$ cat src/rtl/caesar_decipher.sv
// Bit-serial Caesar decipher: answer = (input1 - input2) mod 2^N, one
// full-subtractor bit per RUN cycle, LSB first, with valid/ready handshakes.
module caesar_decipher #(
    parameter int N = 16
) (
    input  logic         clk,
    input  logic         rst,
    input  logic [N-1:0] input1,
    input  logic [N-1:0] input2,
    input  logic         in_valid,
    output logic         in_ready,
    output logic [N-1:0] answer,
    output logic         borrow_out,
    output logic         out_valid,
    input  logic         out_ready
);

    // Handshake rule (both sides): a transfer happens on a rising edge where
    // valid && ready are both high; valid is never withdrawn by this block
    // until that transfer, and data is held stable while valid is high.

    localparam int CW = (N > 1) ? $clog2(N) : 1;
    localparam logic [CW-1:0] LAST_BIT = CW'(N - 1);

    typedef enum logic [1:0] {
        IDLE = 2'd0,
        RUN  = 2'd1,
        DONE = 2'd2
    } state_t;

    state_t state;
    state_t next_state;

    logic [N-1:0]  a_sr;
    logic [N-1:0]  b_sr;
    logic [N-1:0]  res_sr;
    logic [CW-1:0] bit_cnt;
    logic          borrow;

    logic          capture;
    logic          last_bit;
    logic          diff_bit;
    logic          borrow_next;
    logic [N-1:0]  res_next;

    assign capture  = in_valid && in_ready;
    assign last_bit = (bit_cnt == LAST_BIT);

    // One full-subtractor slice operating on the current LSBs.
    assign diff_bit    = a_sr[0] ^ b_sr[0] ^ borrow;
    assign borrow_next = (~a_sr[0] & b_sr[0]) | (~a_sr[0] & borrow) | (b_sr[0] & borrow);
    assign res_next    = {diff_bit, res_sr[N-1:1]};

    assign in_ready  = (state == IDLE);
    assign out_valid = (state == DONE);

    always_ff @(posedge clk or posedge rst) begin
        if (rst) begin
            state <= IDLE;
        end else begin
            state <= next_state;
        end
    end

    always_comb begin
        next_state = state;
        case (state)
            IDLE: begin
                if (capture) begin
                    next_state = RUN;
                end
            end
            RUN: begin
                if (last_bit) begin
                    next_state = DONE;
                end
            end
            DONE: begin
                if (out_ready) begin
                    next_state = IDLE;
                end
            end
            default: begin
                next_state = IDLE;
            end
        endcase
    end

    // Operands shift right so bit i sits at position 0 on the i-th RUN edge;
    // the result fills from the top so bit 0 lands at the LSB after N shifts.
    always_ff @(posedge clk or posedge rst) begin
        if (rst) begin
            a_sr       <= '0;
            b_sr       <= '0;
            res_sr     <= '0;
            bit_cnt    <= '0;
            borrow     <= 1'b0;
            answer     <= '0;
            borrow_out <= 1'b0;
        end else begin
            case (state)
                IDLE: begin
                    if (capture) begin
                        a_sr    <= input1;
                        b_sr    <= input2;
                        res_sr  <= '0;
                        bit_cnt <= '0;
                        borrow  <= 1'b0;
                    end
                end
                RUN: begin
                    a_sr   <= a_sr >> 1;
                    b_sr   <= b_sr >> 1;
                    res_sr <= res_next;
                    borrow <= borrow_next;
                    if (last_bit) begin
                        bit_cnt    <= '0;
                        answer     <= res_next;
                        borrow_out <= borrow_next;
                    end else begin
                        bit_cnt <= bit_cnt + CW'(1);
                    end
                end
                default: begin
                end
            endcase
        end
    end

endmodule

$ cat config.mk
export PLATFORM = sky130hd
export DESIGN_NAME = caesar_decipher
export DESIGN_NICKNAME = d
export VERILOG_FILES = /design/src/rtl/caesar_decipher.sv
export SDC_FILE = /design/constraint.sdc
export NUM_CORES = 1
export LEC_CHECK = 0
export BUFFER_PORTS_ARGS = -buffer_cell sky130_fd_sc_hd__buf_2
export CAP_MARGIN = 10
export CORE_UTILIZATION = 50
export CTS_CLUSTER_DIAMETER = 100
export CTS_CLUSTER_SIZE = 8
export DETAILED_ROUTE_END_ITERATION = 16
export PLACE_DENSITY = 0.72
export RECOVER_POWER = 25
export SYNTH_ARGS = -nofsm -noshare
export SYNTH_HDL_FRONTEND = slang
export SYNTH_SLANG_ARGS = --single-unit
$ cat constraint.sdc
create_clock -name clk -period 4.49 [get_ports clk]
set_input_delay 0 -clock clk [delete_from_list [all_inputs] [get_ports clk]]
set_output_delay 0 -clock clk [all_outputs]
set_load 0.01 [all_outputs]
### After elaboration in Yosys (flattened, before gate mapping)

Index checks and enable logic that the tools add are counted.

* $add $sub $neg: 1
* eq/ne operators: 6
* muxes and demuxes: 15
* bitwise gates (word level): 8
* reduce and logical (&&, ||, !) cells: 6

Operator list (number)
* $pmux W16 S2: 3
* $mux W16: 3
* $mux W4: 2
* $pmux W4 S2: 1
* $mux W2: 3
* $pmux W2 S3: 1
* $add A4 B1 Y4 const B: 1
* $eq A4 B4 Y1 const B: 1
* $ne A2 B1 Y1 const B: 2
* $reduce_and A2 Y1: 2
* $and A1 B1 Y1: 3
* $reduce_and A3 Y1: 1
* $eq A2 B1 Y1 const B: 1
* $eq A2 B2 Y1 const B: 1
* $logic_not A2 Y1: 1
* $ne A2 B2 Y1 const B: 1
* $or A1 B1 Y1: 2
* $pmux W1 S2: 1
* $reduce_bool A2 Y1: 1
* $xor A1 B1 Y1: 2
* $logic_and A1 B1 Y1: 1
* $mux W1: 1
* $not A1 Y1: 1

* register bits after elaboration: 72
* logic and storage cells: 44

### Depth between registers and ports, before layout

Gate-level depths: netlist of run 1.

* depth after elaboration: 5
* gate-level depth with buffers: 6
* mapped depth without buffers: 4

### Least setup slack after synthesis of run 1

Ideal clock, no wire load.

* path type: flip-flop to flip-flop
* start: reg bit_cnt[0]
* end: reg answer[10]
* setup time: 125 ps
* arrival time: 1451 ps
* required time: 4365 ps
* slack: 2914 ps
* stages on the path, launching flop included: 6
* path buffers: 1
* period minus slack after synthesis: 1576 ps
* path through: dfrtp_1 > ha_1 > nand2_2 > nor3_4 > buf_8 > mux2_4

* longest elaborated chain between the ends: 2

Ends and longest elaborated chain
* from (decl): RTL line 37 `logic [CW-1:0] bit_cnt;`
* from (signal assigned): RTL line 121 `bit_cnt <= bit_cnt + CW'(1);`
* $eq A4 B4 Y1: RTL line 47 `assign last_bit = (bit_cnt == LAST_BIT);`
* $reduce_and A2 Y1 (no source line)
* to (signal assigned): RTL line 118 `answer <= res_next;`
* to (decl): RTL line 12 `output logic [N-1:0] answer,`

No other way between the ends.
A chain may end at the register's enable or synchronous reset.

### Worst setup path after layout of run 1

* start: reg state[0]
* end: reg answer[3]

* longest elaborated chain between the ends: 2

Ends and longest elaborated chain
* from (decl): RTL line 31 `state_t state;`
* from (signal assigned): RTL line 61 `state <= next_state;`
* $eq A2 B1 Y1: RTL line 101 `case (state)`
* $reduce_and A2 Y1 (no source line)

No other way between the ends.

==> flow_summary.yaml, run 1 <==
route:
  dr.pass1.iters: 4
  ant_nets: 0
  wl_per_cell_um: 15.0
  first_iter_violations: 214
  viasPerCell: 5.52
  routed_wl_um: 6610
  dr_total_vias: 2440
  drc_errors: 0
worst_setup_path:
  path_class: "flop to flop"
  cp.depth: 3
  cp_top_family: "flip-flops"
  startpoint_type: "flop"
  cpPeakStageDelay_ps: 1090
  required_ps: 4710
  crit_fanout: 39
  arrival_ps: 2800
  reg2reg_depth: 3
  critPathCaptureType: "flop"
  cp_cell_sequence: "nand2b_4, nor3_4, mux2_2"
  critPathSlowestCell: "dfrtp_1"
  path_buf_inv: 0
logic_synthesis:
  synth.area.top_cells: "dfrtp_1 55%, a22oi_1 7.0%, nor2b_1 6.4%, a21oi_1 5.0%, o21ai_0 4.7%"
  synth_area_leader_cell: "dfrtp_1"
  ys_warn_count: 0
  synth_cell_types: 32
  yosys_register_bits: 71
  synth_top_area_share: 0.553
  netlist_area_um2: 3220
  syn_area_per_cell_um2: 11.4
  synthCells: 283
  syn_nets: 321
  synth-seq-area-share: 0.553
run:
  drv_cap: 1
clock_network:
  clk_pin_slew_ps: 70
  h-tree-depth: 3
  post_cts_buffers: 0
  hold_buffers: 33
  cts.sinks: 71
  insertion_delay_ps: 340
  clockRootBuffer: "clkbuf_8"
  cts_buffer_depth: 2
  cts_tree: "built"
  ctsResizeCount: 0
  numCtsBuffers: 9
global_routing:
  grt_overflow: 0
  grt_max_degree: 72
  antenna_found_initial: 0
  track_usage: 0.212
  grt_pass1_wl_um: 10600
  first_global_vias: 2353
power:
  total_power_uw: 2350
  p_per_area_nw_per_um2: 591
  p_leak_uw: 0.00178
  ir_worst_vdd_v: 0.000314
floorplanning:
  die_w_um: 82.2
  core_area_um2: 6060
  initial_core_util: 0.531
  io_pins: 55
  die_y_um: 82.2
  die-area_um2: 6760
  row_count: 28
sta:
  rsz0062_at_grt: "no"
  worst_slew_pin_slew_ps: 1700
  worst_slack_ps: 1920
  max_freq_ghz: 0.389
  slew_viol_final: 72
  worst_hold_slack_ps: 41.8
  setup_viol: 0
  post-route-period-util: 0.573
  tns_ps: 0
  min_period_ps: 2570
  slew_headroom: -0.131
  finClkSkew_ps: 6.42
  hold_violations: 0
cells_and_area:
  fin_cells: 442
  area_growth_pct: 23.7
  fin_nets: 401
  nFillCells: 492
  drive_gt1_frac: 0.202
  antenna_cells: 0
place:
  gp_congestion: 0.720
  dp.cells: 394
  place_hpwl_um: 3720
  io_buffers: 54
  dp_slack_ps: 1880
outcome:
  violations: "capacitance limit, slew limit"
  status: "finished, violations left"
hold_path:
  min_path_type: "input port to flop"
  holdPathStages: 3
[through the flow]
stage	utilization	instance area (um2)
finish	0.656	3980
CTS	0.660	4000
detailed placement	0.576	3490
floorplan	-	3220
global route	0.656	3980
global placement	0.576	3490
[layout make-up]
cell class              instances  area, um2  area share
flip-flops and latches         71       1780       0.447
well taps                      75       93.8      0.0236
inverters                       5       18.8     0.00472
clock buffers                  11        131      0.0330
clock inverters                 4       47.5      0.0120
multi-input cells             184       1300       0.326
repair buffers                 92        613       0.154
[metal layers]
metal	GRT usage	wire length (um)	up-vias
li1	-	-	1180
met1	0.289	3170	1188
met2	0.317	3050	62
met3	0.0385	266	10
met4	0.130	131	0
met5	0	0	-
[placed cells by master (no fill, tap or decap), types with 2 or more instances in the layout]
cell type and instances:
clkinv_2 2, buf_4 4, a22oi_1 30, dfrtp_1 71
o21ai_1 3, clkbuf_8 9, buf_2 36, a22o_1 17
inv_1 4, mux2_4 8, clkbuf_1 19, mux2i_1 2
nor2b_1 32, nand2_1 5, a21oi_1 32, nor2_1 2
dlygate4sd3_1 33, o21ai_0 30, mux2_2 8
[report_power, final]
group          internal, uW  switching [uW]  leakage, uW  total, uW
clock                   252             220    0.0000892        472
sequential              901             216     0.000928       1120
combinational           396             367     0.000764        763
[sequential cells by signal (all words and copies together), names as in the netlist]
register,flops
a_sr,16
answer,16
b_sr,16
res_sr,15
bit_cnt,4
state,2
borrow,1
borrow_out,1
[worst paths after layout]
check                      slack [ps]                  start                      to
max in group asynchronous        2720                    rst     b_sr[2]$_DFFE_PP0P_
hold / removal                     40              input1[9]     a_sr[9]$_DFFE_PP0P_
min in group asynchronous         770                    rst  res_sr[10]$_DFFE_PP0P_
hold reg to reg                   500  res_sr[1]$_DFFE_PP0P_   res_sr[1]$_DFFE_PP0P_
setup reg to reg                 1920   state[0]$_DFFE_PP0P_   answer[3]$_DFFE_PP0P_
setup / recovery                 1920   state[0]$_DFFE_PP0P_   answer[3]$_DFFE_PP0P_
[kinds of logic (layout without fill, tap and decap cells)]
group | count (synthesis) | count (layout) | synth area share
compound gates | 118 | 118 | 0.231
flops | 71 | 71 | 0.553
simple gates | 46 | 46 | 0.0895
buf+inv | 28 | 112 | 0.0451
mux | 18 | 18 | 0.0716
fa+ha+maj | 2 | 2 | 0.0101
[cells in the mapped netlist]
cell type,count
nor2b_1,33
a31oi_1,1
ha_1,1
nand3_1,1
clkbuf_1,10
o21ai_0,30
mux2i_1,2
nand2b_1,1
buf_2,8
nand2_1,5
inv_1,5
nor2_1,2
mux2_2,8
nor3_4,1
a22o_1,17
buf_6,1
buf_4,3
a2bb2oi_1,1
o22ai_1,1
a22oi_1,30
a21o_1,1
a21oi_1,32
buf_8,1
dfrtp_1,71
o31ai_1,1
mux2_4,8
o21ai_1,3
nand2_2,1
nand2b_4,1
o21bai_1,1
fa_1,1
and2b_1,1
[tightest hold or removal path, delay by kind of cell]
kind	cells	cell delay, ps
AO/OA/AOI/OAI	2	250
buffers and inverters	1	80
(Power assumes the default switching activity.)
==> inputs of run 2 (changes only) <==
PLACE_DENSITY = 0.75   (was 0.72)
clock period = 2.2 ns   (was 4.49 ns; I/O delays follow)
==> run 2 against run 1 <==
  * The flow now finishes without violations
  * Worst setup slack got worse by 1300 ps
  * Power grew 110%
  * First-iteration DRC count fell by 7.0%
  * Worst hold slack improved by 170 ps
  * Sequential cell count did not move
  * Critical path type unchanged
  * Largest cell class unchanged
==> flow_summary.yaml, run 2 (synthesis gave the netlist of run 1 again) <==
sta:
  worst_hold_slack_ps: 216
  worst_slew_pin_slew_ps: 1110
  finClkSkew_ps: 8.27
  slew_headroom: 0.262
  max_freq_ghz: 0.615
  slew_viol_final: 0
  setup_viol: 0
  post-route-period-util: 0.739
  rsz0062_at_grt: "no"
  hold_violations: 0
  min_period_ps: 1620
  tns_ps: 0
worst_setup_path:
  path_class: "flop to flop"
  reg2reg_depth: 5
  critical_path.startpoint: "bit_cnt[0]$_DFFE_PP0P_"
  critPathCaptureType: "flop"
  r2r_slack_ps: 580
  r2r-start: "bit_cnt[0]$_DFFE_PP0P_"
  arrival_ps: 1850
  crit_fanout: 18
  startpoint_type: "flop"
  r2r-end: "answer[1]$_DFFE_PP0P_"
  required_ps: 2430
global_routing:
  grt_max_degree: 44
  grt_pass1_wl_um: 10900
  track_usage: 0.217
  grt_overflow: 0
  antenna_found_initial: 0
  first_global_vias: 2409
route:
  first_iter_violations: 199
  routed_wl_um: 6780
  dr.pass1.iters: 4
  wl_per_cell_um: 15.1
  dr_total_vias: 2482
  ant_nets: 0
  viasPerCell: 5.52
  drc_errors: 0
floorplanning:
  die_w_um: 82.2
  die_y_um: 82.2
  core_area_um2: 6060
  initial_core_util: 0.531
  die-area_um2: 6760
  row_count: 28
  io_pins: 55
power:
  p_per_area_nw_per_um2: 1230
  ir_worst_vdd_v: 0.000786
  p_leak_uw: 0.00187
cells_and_area:
  antenna_cells: 0
  area_growth_pct: 27.4
  layout_common_cells: "71 x dfrtp_1, 42 x buf_2, 34 x dlygate4sd3_1, 32 x a21oi_1, 32 x nor2b_1"
  mostFrequentLayoutCell: "dfrtp_1"
  largestRegisters: "a_sr (16), answer (16), b_sr (16)"
  drive_gt1_frac: 0.235
  fin_nets: 409
clock_network:
  ctsResizeCount: 0
  cts_tree: "built"
  cts.sinks: 71
  clk_pin_slew_ps: 70
  h-tree-depth: 3
  insertion_delay_ps: 340
  numCtsBuffers: 9
  cts_buffer_depth: 2
  clockRootBuffer: "clkbuf_8"
hold_path:
  holdPathStages: 3
  min_path_type: "input port to flop"
  whs_endpoint: "res_sr[9]$_DFFE_PP0P_"
  hold_start: "in_valid"
run:
  drv_cap: 0
place:
  io_buffers: 54
  place_hpwl_um: 4160
  gp_congestion: 0.805
outcome:
  status: "finished, final reports clean"
run 2: power by group:
group	switching (uW)	internal (uW)	leakage [uW]
clock	471	660	0.000109
combinational	824	862	0.000832
sequential	383	1840	0.000928
run 2: worst max-delay path by stage:
stage / end / cells after the start
finish: answer[1]$_DFFE_PP0P_ / 5
global placement: answer[0]$_DFFE_PP0P_ / 5
global route: borrow_out$_DFFE_PP0P_ / 5
CTS: answer[3]$_DFFE_PP0P_ / 5
floorplan: a_sr[0]$_DFFE_PP0P_ / 1
detailed placement: answer[3]$_DFFE_PP0P_ / 5
run 2: timing repair:
| action | 4_1_cts | 5_1_grt |
|---|---|---|
| hold buffers | 34 | 0 |
| buffers inserted | 0 | 0 |
| hold endpoints to repair | 61 | 0 |
run 2: final cells by class:
| type | instances | area [um2] |
|---|---|---|
| repair buffers | 100 | 698 |
| clock inverters | 4 | 70.1 |
| fillers | 445 | 1970 |
| flip-flops and latches | 71 | 1780 |
| well taps | 75 | 93.8 |
| clock buffers | 11 | 141 |
| inverters | 5 | 18.8 |
| multi-input cells | 184 | 1300 |
run 2: per-layer routing:
| metal | track usage | up-vias | routed length, um |
|---|---|---|---|
| li1 | - | 1200 | - |
| met1 | 0.293 | 1215 | 3150 |
| met2 | 0.342 | 59 | 3230 |
| met3 | 0.0462 | 8 | 321 |
| met4 | 0.0877 | 0 | 78 |
| met5 | 0 | - | 0 |
run 2: stage by stage:
stage	total power, uW	util	area [um2]	std cells	setup slack [ps]
final	5040	0.676	4100	450	575
after global routing	5380	0.676	4100	450	489
after CTS	5090	0.678	4110	450	580
after detailed placement	3910	0.587	3560	401	589
after global placement	3840	0.587	3560	401	644
after floorplan	3430	-	3220	283	403
run 2: critical path, cell delays in order (launching register included):
cell	delay, ps
dfrtp_1	390
ha_1	220
nand2_2	100
nor3_4	110
buf_4	310
mux2_2	380
==> inputs of run 3 (changes only) <==
PLACE_DENSITY = 0.72   (was 0.75)
clock period = 1.5 ns   (was 2.2 ns; I/O delays follow)
==> run 3 against run 2 <==
  * Non-clock buffer count grew 7
  * Via count rose by 2.1%
  * First-iteration DRC count is 22% lower
  * The flow now finishes with violations (setup timing)
  * Fmax rose by 8.2%
  * Wire length increased by 8.4%
  * Utilization grew 3.3 points
  * Sequential share of layout area shrank 2.0 points
  * Die area unchanged
  * Clock power grew 54%
  * Combinational power grew 66%
==> flow_summary.yaml, run 3 (synthesis gave the netlist of run 1 again) <==
route:
  routed.top_layer: "met4"
  wl_met2_um: 3600
  routed_wl_um: 7350
  met1_length_um: 3340
  ant_nets: 0
  wl_per_cell_um: 16.0
  dr_total_vias: 2533
  viasPerCell: 5.53
  first_iter_violations: 155
  dr.pass1.iters: 5
  drc_errors: 0
  wl_met3_um: 267
sta:
  worst_hold_slack_ps: 38.4
  post-route-period-util: 1.00
  rsz0062_at_grt: "yes"
  max_freq_ghz: 0.666
  min_period_ps: 1500
  slew_viol_final: 0
  worst_slew_pin_slew_ps: 952
  setup_viol: 1
  hold_violations: 0
  slew_headroom: 0.365
  finClkSkew_ps: 7.97
  worst_slack_ps: -1.48
floorplanning:
  core_area_um2: 6060
  die_w_um: 82.2
  initial_core_util: 0.531
  row_count: 28
  die-area_um2: 6760
  die_y_um: 82.2
  io_pins: 55
worst_setup_path:
  path_class: "flop to flop"
  critPathSlowestCell: "dfrtp_1"
  r2r-start: "bit_cnt[1]$_DFFE_PP0P_"
  startpoint_type: "flop"
  arrival_ps: 1720
  cp_top_family: "flip-flops"
  crit_fanout: 5
  r2r-end: "answer[13]$_DFFE_PP0P_"
  cp_cell_sequence: "ha_4, nand2_4, nor3_4, buf_12, clkbuf_16, mux2_4"
  reg2reg_depth: 6
  critPathCaptureType: "flop"
  r2r_slack_ps: -1
  required_ps: 1720
  path_buf_inv: 2
  cpPeakStageDelay_ps: 410
clock_network:
  insertion_delay_ps: 340
  cts_tree: "built"
  cts_buffer_depth: 2
  clockRootBuffer: "clkbuf_8"
  clk_pin_slew_ps: 80
  cts.sinks: 71
  h-tree-depth: 3
  numCtsBuffers: 9
cells_and_area:
  drive_gt1_frac: 0.290
  area_growth_pct: 33.7
  largestRegisters: "a_sr (16), answer (16), b_sr (16)"
  layout_common_cells: "71 x dfrtp_1, 53 x buf_2, 33 x dlygate4sd3_1, 32 x a21oi_1, 32 x nor2b_1"
  fin_nets: 416
  antenna_cells: 0
  mostFrequentLayoutCell: "dfrtp_1"
  fin_util: 0.709
run:
  drv_cap: 0
power:
  combPwrFrac: 0.358
  sequentialPowerShare: 0.420
  internal_power_uw: 5220
  p_switching_uw: 2610
  p_leak_uw: 0.00198
  p_per_area_nw_per_um2: 1820
  swShare: 0.333
  power_frac_clock: 0.222
  ir_worst_vdd_v: 0.00105
global_routing:
  first_global_vias: 2417
  grt_pass1_wl_um: 11100
  grt_overflow: 0
  grt_max_degree: 72
  track_usage: 0.221
  antenna_found_initial: 0
hold_path:
  min_path_type: "input port to flop"
  whs_endpoint: "a_sr[15]$_DFFE_PP0P_"
  holdPathStages: 3
  hold_start: "input1[15]"
place:
  io_buffers: 54
  gp_congestion: 0.745
  place_hpwl_um: 4150
outcome:
  violations: "setup timing"
  status: "finished, violations left"
## run 3: changes by cell type in the layout (fill, tap and decap cells not counted), moves of 2 or more
cell | before | now
clkbuf_1 | 13 | 1
buf_2 | 42 | 53
mux2_2 | 8 | 0
mux2_4 | 8 | 16
clkinvlp_4 | 0 | 3
buf_12 | 1 | 3
buf_6 | 0 | 2
clkbuf_16 | 0 | 2
## run 3: timing repair
action / CTS / global route
endpoints found under the hold margin: 103 / 0
endpoints found under the setup margin: 0 / 22
resized for setup: 0 / 11
buffers inserted: 0 / 2
hold buffers: 33 / 0
## run 3: final cells by class
cell class	count	area, um2
clock buffers	11	151
inverters	5	22.5
multi-input cells	184	1340
clock inverters	5	80.1
fillers	430	1760
well taps	75	93.8
flip-flops and latches	71	1780
repair buffers	107	830
## run 3: worst max path at each step
stage	end	start	cells after the start	slack (ps)
finish	answer[13]$_DFFE_PP0P_	bit_cnt[1]$_DFFE_PP0P_	6	-1
global route	answer[7]$_DFFE_PP0P_	bit_cnt[1]$_DFFE_PP0P_	6	-50
CTS	answer[5]$_DFFE_PP0P_	bit_cnt[1]$_DFFE_PP0P_	5	5
detailed placement	answer[5]$_DFFE_PP0P_	bit_cnt[1]$_DFFE_PP0P_	5	20
global placement	answer[3]$_DFFE_PP0P_	bit_cnt[1]$_DFFE_PP0P_	5	60
floorplan	answer[10]$_DFFE_PP0P_	bit_cnt[0]$_DFFE_PP0P_	5	-70
## run 3: through the flow
step / area (um2) / power (uW) / TNS [ps] / worst slack, ps / cells
2_1_floorplan: 3220 / 5040 / -567 / -70.9 / 283
3_3_place_gp: 3610 / 5720 / 0 / 57.7 / 404
3_5_place_dp: 3610 / 5830 / 0 / 16.9 / 404
4_1_cts: 4170 / 7660 / 0 / 4.78 / 453
5_1_grt: 4300 / 8310 / -452 / -45.4 / 458
6_report: 4300 / 7830 / -1.48 / -1.48 / 458
## run 3: worst min-delay path, cell delays in order
cell and delay [ps]:
buf_2 80, a21oi_1 60, o21ai_0 190
## run 3: power by group through the flow
stage | Sequential, uW | Clock, uW | Combinational, uW
4_1_cts | 3240 | 1770 | 2640
3_5_place_dp | 3270 | 0 | 2560
3_3_place_gp | 3250 | 0 | 2470
6_report | 3290 | 1740 | 2800
5_1_grt | 3370 | 1840 | 3090
2_1_floorplan | 3230 | 0 | 1810
## run 3: metal layers
metal,up-vias,track usage
li1,1216,-
met1,1236,0.295
met2,69,0.344
met3,12,0.0429
met4,0,0.112
met5,-,0
